==> config.mk <==
export PLATFORM = sky130hd
export DESIGN_NAME = button_event_unit
export DESIGN_NICKNAME = d
export VERILOG_FILES = /design/src/rtl/button_event_unit_pkg.sv /design/src/rtl/button_event_unit_debounce.sv /design/src/rtl/button_event_unit.sv
export SDC_FILE = /design/constraint.sdc
export NUM_CORES = 1
export LEC_CHECK = 0
export CORE_ASPECT_RATIO = 1.4
export CORE_MARGIN = 2
export CORE_UTILIZATION = 55
export CTS_BUF_LIST = sky130_fd_sc_hd__clkbuf_4
export CTS_CLUSTER_DIAMETER = 200
export DETAILED_ROUTE_END_ITERATION = 8
export GPL_ROUTABILITY_DRIVEN = 0
export PLACE_DENSITY = 0.81
export SYNTH_ARGS = -nofsm -noshare
export SYNTH_HDL_FRONTEND = slang
export SYNTH_SLANG_ARGS = --single-unit
==> constraint.sdc <==
create_clock -name clk -period 4.53 [get_ports clk]
set_input_delay 1.359 -clock clk [delete_from_list [all_inputs] [get_ports clk]]
set_output_delay 1.359 -clock clk [all_outputs]
set_load 0.03 [all_outputs]
==> src/rtl/button_event_unit_pkg.sv <==
// Shared definitions for the button event unit: event codes and the I/O address
// at which the CPU drains the event FIFO.
package button_event_unit_pkg;

   localparam logic [7:0] EVT_NONE    = 8'h00;
   localparam logic [7:0] EVT_CW      = 8'h01;
   localparam logic [7:0] EVT_ACW     = 8'h02;
   localparam logic [7:0] EVT_BOTH    = 8'h03;
   localparam logic [7:0] IO_ADDR_BTN = 8'h01;

   // Bit 0 = clockwise press, bit 1 = anticlockwise press; both at once maps to EVT_BOTH.
   function automatic logic [7:0] evt_encode(input logic cw, input logic acw);
      return {6'b000000, acw, cw};
   endfunction

endpackage

==> src/rtl/button_event_unit_debounce.sv <==
// Two-flop synchroniser plus counter debouncer for one raw button, producing a
// single-cycle pulse on the edge where the debounced level flips 0->1.
module button_debounce #(
   parameter int DEBOUNCE_CYCLES = 4
) (
   input  logic clk,
   input  logic reset,
   input  logic i_btn,
   output logic o_rise
);

   localparam int CW = (DEBOUNCE_CYCLES < 2) ? 1 : $clog2(DEBOUNCE_CYCLES + 1);
   localparam logic [CW-1:0] LAST = CW'(DEBOUNCE_CYCLES - 1);

   logic          r_sync1;
   logic          r_sync2;
   logic          r_level;
   logic [CW-1:0] r_cnt;
   logic          w_diff;
   logic          w_flip;

   assign w_diff = r_sync2 ^ r_level;
   // The flip happens on the edge where the counter would reach DEBOUNCE_CYCLES.
   assign w_flip = w_diff && (r_cnt == LAST);
   assign o_rise = w_flip & ~r_level;

   always_ff @(posedge clk or posedge reset) begin
      if (reset) begin
         r_sync1 <= 1'b0;
         r_sync2 <= 1'b0;
         r_level <= 1'b0;
         r_cnt   <= '0;
      end else begin
         r_sync1 <= i_btn;
         r_sync2 <= r_sync1;
         if (!w_diff) begin
            r_cnt <= '0;
         end else if (w_flip) begin
            r_cnt   <= '0;
            r_level <= ~r_level;
         end else begin
            r_cnt <= r_cnt + CW'(1);
         end
      end
   end

endmodule

==> src/rtl/button_event_unit.sv <==
// Debounces the rotary buttons, queues press events for the CPU and tracks a
// wrapping position count.
module button_event_unit
   import button_event_unit_pkg::*;
#(
   parameter int DEBOUNCE_CYCLES = 4,
   parameter int FIFO_DEPTH      = 4
) (
   input  logic       clk,
   input  logic       reset,
   input  logic       bc,
   input  logic       bac,
   input  logic       io_rd,
   output logic [7:0] io_data,
   output logic       event_valid,
   output logic       overflow,
   input  logic       ovf_clr,
   output logic [7:0] position
);

   localparam int AW = $clog2(FIFO_DEPTH);
   localparam int NW = AW + 1;

   logic [1:0]    w_btn;
   logic [1:0]    w_rise;
   logic [7:0]    w_code;
   logic          w_push;
   logic          w_pop;
   logic          w_full;
   logic          w_empty;
   logic          w_wr;
   logic          w_drop;

   logic [7:0]    r_mem [FIFO_DEPTH];
   logic [AW-1:0] r_wr_ptr;
   logic [AW-1:0] r_rd_ptr;
   logic [NW-1:0] r_count;
   logic          r_overflow;
   logic [7:0]    r_position;

   assign w_btn = {bac, bc};

   genvar gi;
   generate
      for (gi = 0; gi < 2; gi++) begin : g_btn
         button_debounce #(
            .DEBOUNCE_CYCLES(DEBOUNCE_CYCLES)
         ) u_debounce (
            .clk   (clk),
            .reset (reset),
            .i_btn (w_btn[gi]),
            .o_rise(w_rise[gi])
         );
      end
   endgenerate

   assign w_code  = evt_encode(w_rise[0], w_rise[1]);
   assign w_push  = (w_code != EVT_NONE);
   assign w_empty = (r_count == '0);
   assign w_full  = (r_count == NW'(FIFO_DEPTH));
   assign w_pop   = io_rd & ~w_empty;
   // A pop on the same edge frees the slot, so a push into a full FIFO still lands.
   assign w_wr    = w_push & (~w_full | w_pop);
   assign w_drop  = w_push & w_full & ~w_pop;

   always_ff @(posedge clk) begin
      if (w_wr) begin
         r_mem[r_wr_ptr] <= w_code;
      end
   end

   always_ff @(posedge clk or posedge reset) begin
      if (reset) begin
         r_wr_ptr   <= '0;
         r_rd_ptr   <= '0;
         r_count    <= '0;
         r_overflow <= 1'b0;
         r_position <= 8'h00;
      end else begin
         if (w_wr) begin
            r_wr_ptr <= r_wr_ptr + AW'(1);
         end
         if (w_pop) begin
            r_rd_ptr <= r_rd_ptr + AW'(1);
         end
         case ({w_wr, w_pop})
            2'b10:   r_count <= r_count + NW'(1);
            2'b01:   r_count <= r_count - NW'(1);
            default: r_count <= r_count;
         endcase
         if (w_drop) begin
            r_overflow <= 1'b1;
         end else if (ovf_clr) begin
            r_overflow <= 1'b0;
         end
         // Position follows every decoded press, including ones the FIFO drops.
         if (w_code == EVT_CW) begin
            r_position <= r_position + 8'h01;
         end else if (w_code == EVT_ACW) begin
            r_position <= r_position - 8'h01;
         end
      end
   end

   assign io_data     = w_empty ? EVT_NONE : r_mem[r_rd_ptr];
   assign event_valid = ~w_empty;
   assign overflow    = r_overflow;
   assign position    = r_position;

endmodule
==> reports/summary.txt <==
WP data required: 3.17 ns
gr ovfl total: 0
Die W: 53.3 um
I/O Buffers: 17
hold endpoint: g_btn[1].u_debounce.r_sync2
count of final setup violators: 0
syn avg cell area: 12.2 um2
Post-synth ARST share: 77.8%
Post-Synth Adder-Cell Area: 11.5%
period utilization: 75.1%
Worst setup EP type: output port
maximum vdd drop: 0.000419 V
Worst Hold Launch: g_btn[1].u_debounce.r_sync1
Gate power share: 52.6%
Clock power frac: 11.3%
vias in the first global route: 1,252
first-pass GRT wire length: 5400 um
clk buf depth: 2
DIE AREA: 3900 um2
Yosys cell types: 40
ratio of cells with drive above 1 in the final layout: 11.4%
final instance area: 2100 um2
worst slew pin tran: 1.05 ns
Root Buffer: clkbuf_4
Net Switching: 582 uW
Core Rows: 25
CTS tree: yes
Leakage: 0.922 nW
R2R cell count: 12
initial DRC count: 23
HPWL Detailed: 2450 um
Yosys reg bits: 36
ys flop type: dfrtp_1
worst hold path class: register to register
commonest non-fill, non-tap cells in the layout: 28 x dfrtp_1, 17 x clkdlybuf4s50_1, 14 x ha_1, 11 x inv_1, 10 x xnor2_1
Worst Setup Start Kind: register
final hold viol count: 0
clk sink count: 36
Fmax: 294 MHz
H-Tree Depth: 2
CTS Hold Bufs: 0
unrepaired setup endpoints after global routing: no
largest family of logic cells by synthesized area: simple AND/OR/NAND/NOR gates
final slew viol count: 0
WS Path Type: register to output port
max_slew headroom: 29.8%
run status: finished clean
internal power: 839 uW
synth warn: 0
diode count: 0
Flop pwr share: 36.1%
core box area: 3320 um2
cts bufs inserted: 5
crit path from: r_rd_ptr[0]
Routed Wire Length: 3210 um
post-CTS resize count: 0
setup slack, reg-to-reg: 1.46 ns
max_cap viols: 0
placed cell count: 207
sequential fraction of the synthesis area: 50.2%
Setup Buffers After CTS: 0
r2r endpoint: position[7]
r2r startpoint: g_btn[0].u_debounce.r_cnt[0]
GRT Util Overall: 19.5%
leading cell type in the layout, fill and taps excluded: dfrtp_1
chip height: 73.1 um
drt drc: 0
Tmin final: 3.40 ns
switching share of power: 41.0%
Post-DP Area: 2050 um2
clock-pin slew on the worst setup and hold paths: 0.11 ns
Gate Count Post-Synth: 153
IO Pins: 24
Critical Path AT: 2.04 ns
post-synthesis mux area share: 7.62%
Synth Area in XOR/XNOR: 6.08%
pwr dens: 676 nW/um2
Finished Layout Cells: 215
Skew-Pair Late Insertion Delay: 0.34 ns
Initial Utilization: 56.5%
Final nets: 196
Post-Syn Area: 1870 um2
crit-path max FO: 4
Min-Delay Path Depth: 0
pin count of the biggest net entering global routing: 29
Setup TNS: 0 ns
TritonRoute pass-1 iters: 4
routed via count: 1,183
Routed Antenna Nets: 0
EDFF count, synth: 8
via-per-instance ratio: 5.50
Simple-Gate Fraction of Synth Area: 11.8%
Compound-Gate Fraction of Synth Area: 7.15%
area delta synth->final: 12.2%
initial antenna violation count: 0
Worst Skew: 0.0111 ns
Avg WL per Cell: 14.9 um
-- critical path: stages, from the launching register on --
cell and delay [ns]:
dfrtp_1 0.45, mux4_2 0.51, and2_1 0.16, clkdlybuf4s50_1 0.58
-- cells in the mapped netlist (2+ instances only) --
cell type	instances	area share, %
nand2b_1	2	0.67
o21ai_1	2	0.53
ha_1	14	9.4
nand2_1	3	0.60
xor2_1	3	1.4
a21oi_1	6	1.6
nor2b_1	3	1.0
nor3b_1	3	1.2
fa_1	2	2.1
xnor2_1	10	4.7
a21o_1	2	0.80
mux2_2	6	3.6
o21bai_1	3	1.2
nand3_1	3	0.80
inv_1	11	2.2
mux2i_1	3	1.6
nor3_1	4	1.1
buf_4	6	2.4
dfrtp_1	28	37
or3_1	2	0.67
edfxtp_1	8	13
and2_1	6	2.0
nand3b_1	2	0.80
nor2_1	2	0.40
mux4_2	2	2.4
o21ai_0	3	0.80
-- registers in the layout, summed over array words and instances (netlist names) --
| name | count |
|---|---|
| g_btn.u_debounce.r_cnt | 6 |
| g_btn.u_debounce.r_level | 2 |
| g_btn.u_debounce.r_sync1 | 2 |
| g_btn.u_debounce.r_sync2 | 2 |
| overflow | 1 |
| position | 8 |
| r_count | 3 |
| r_mem | 8 |
| r_rd_ptr | 2 |
| r_wr_ptr | 2 |
-- worst max-delay path by stage --
stage | end | slack (ns) | cells after the start
2_1_floorplan | position[7] | 1.97 | 12
3_3_place_gp | io_data[0] | 1.52 | 3
3_5_place_dp | io_data[1] | 1.47 | 3
4_1_cts | io_data[1] | 1.10 | 3
5_1_grt | io_data[1] | 1.03 | 3
6_report | io_data[1] | 1.13 | 3
-- power groups by stage --
stage / Clock, mW / Combinational, mW / Sequential, mW
CTS: 0.164 / 0.759 / 0.515
global route: 0.179 / 0.819 / 0.530
global placement: 0 / 0.707 / 0.512
finish: 0.160 / 0.747 / 0.514
floorplan: 0 / 0.494 / 0.572
detailed placement: 0 / 0.747 / 0.521
-- per-layer routing --
metal	vias to the layer above	GRT usage (%)	wire length, um	share of wire [%]
met4	0	7.41	56	1.7
li1	562	-	-	-
met2	23	36.8	1920	60
met1	592	19.5	1140	35
met5	-	0	0	0
met3	6	5.12	95	3.0
-- metrics by stage --
step | power, mW | util, % | hold slack (ns) | setup slack [ns]
floorplan | 1.07 | - | 0.331 | 1.97
global placement | 1.22 | 61.8 | 0.335 | 1.52
detailed placement | 1.27 | 61.8 | 0.340 | 1.47
CTS | 1.44 | 63.4 | 0.366 | 1.10
global route | 1.53 | 63.4 | 0.382 | 1.03
finish | 1.42 | 63.4 | 0.362 | 1.13
-- logic make-up (layout without fill, tap and decap cells) --
logic type | after synthesis | count (layout)
adder cells (fa/ha/maj) | 16 | 16
XOR/XNOR | 13 | 13
AND/OR/NAND/NOR | 36 | 36
buffers and inverters | 19 | 36
flip-flops | 36 | 36
multiplexers | 11 | 11
other | 1 | 6
AO/OA/AOI/OAI | 21 | 21
-- layout make-up --
cell class / count / area (um2)
well taps: 40 / 50.0
multi-input cells: 103 / 848
fillers: 282 / 1210
repair buffers: 17 / 170
clock buffers: 5 / 37.5
inverters: 11 / 41.3
flip-flops and latches: 36 / 941
clock inverters: 3 / 13.8
Power figures use the tool's default switching activity.
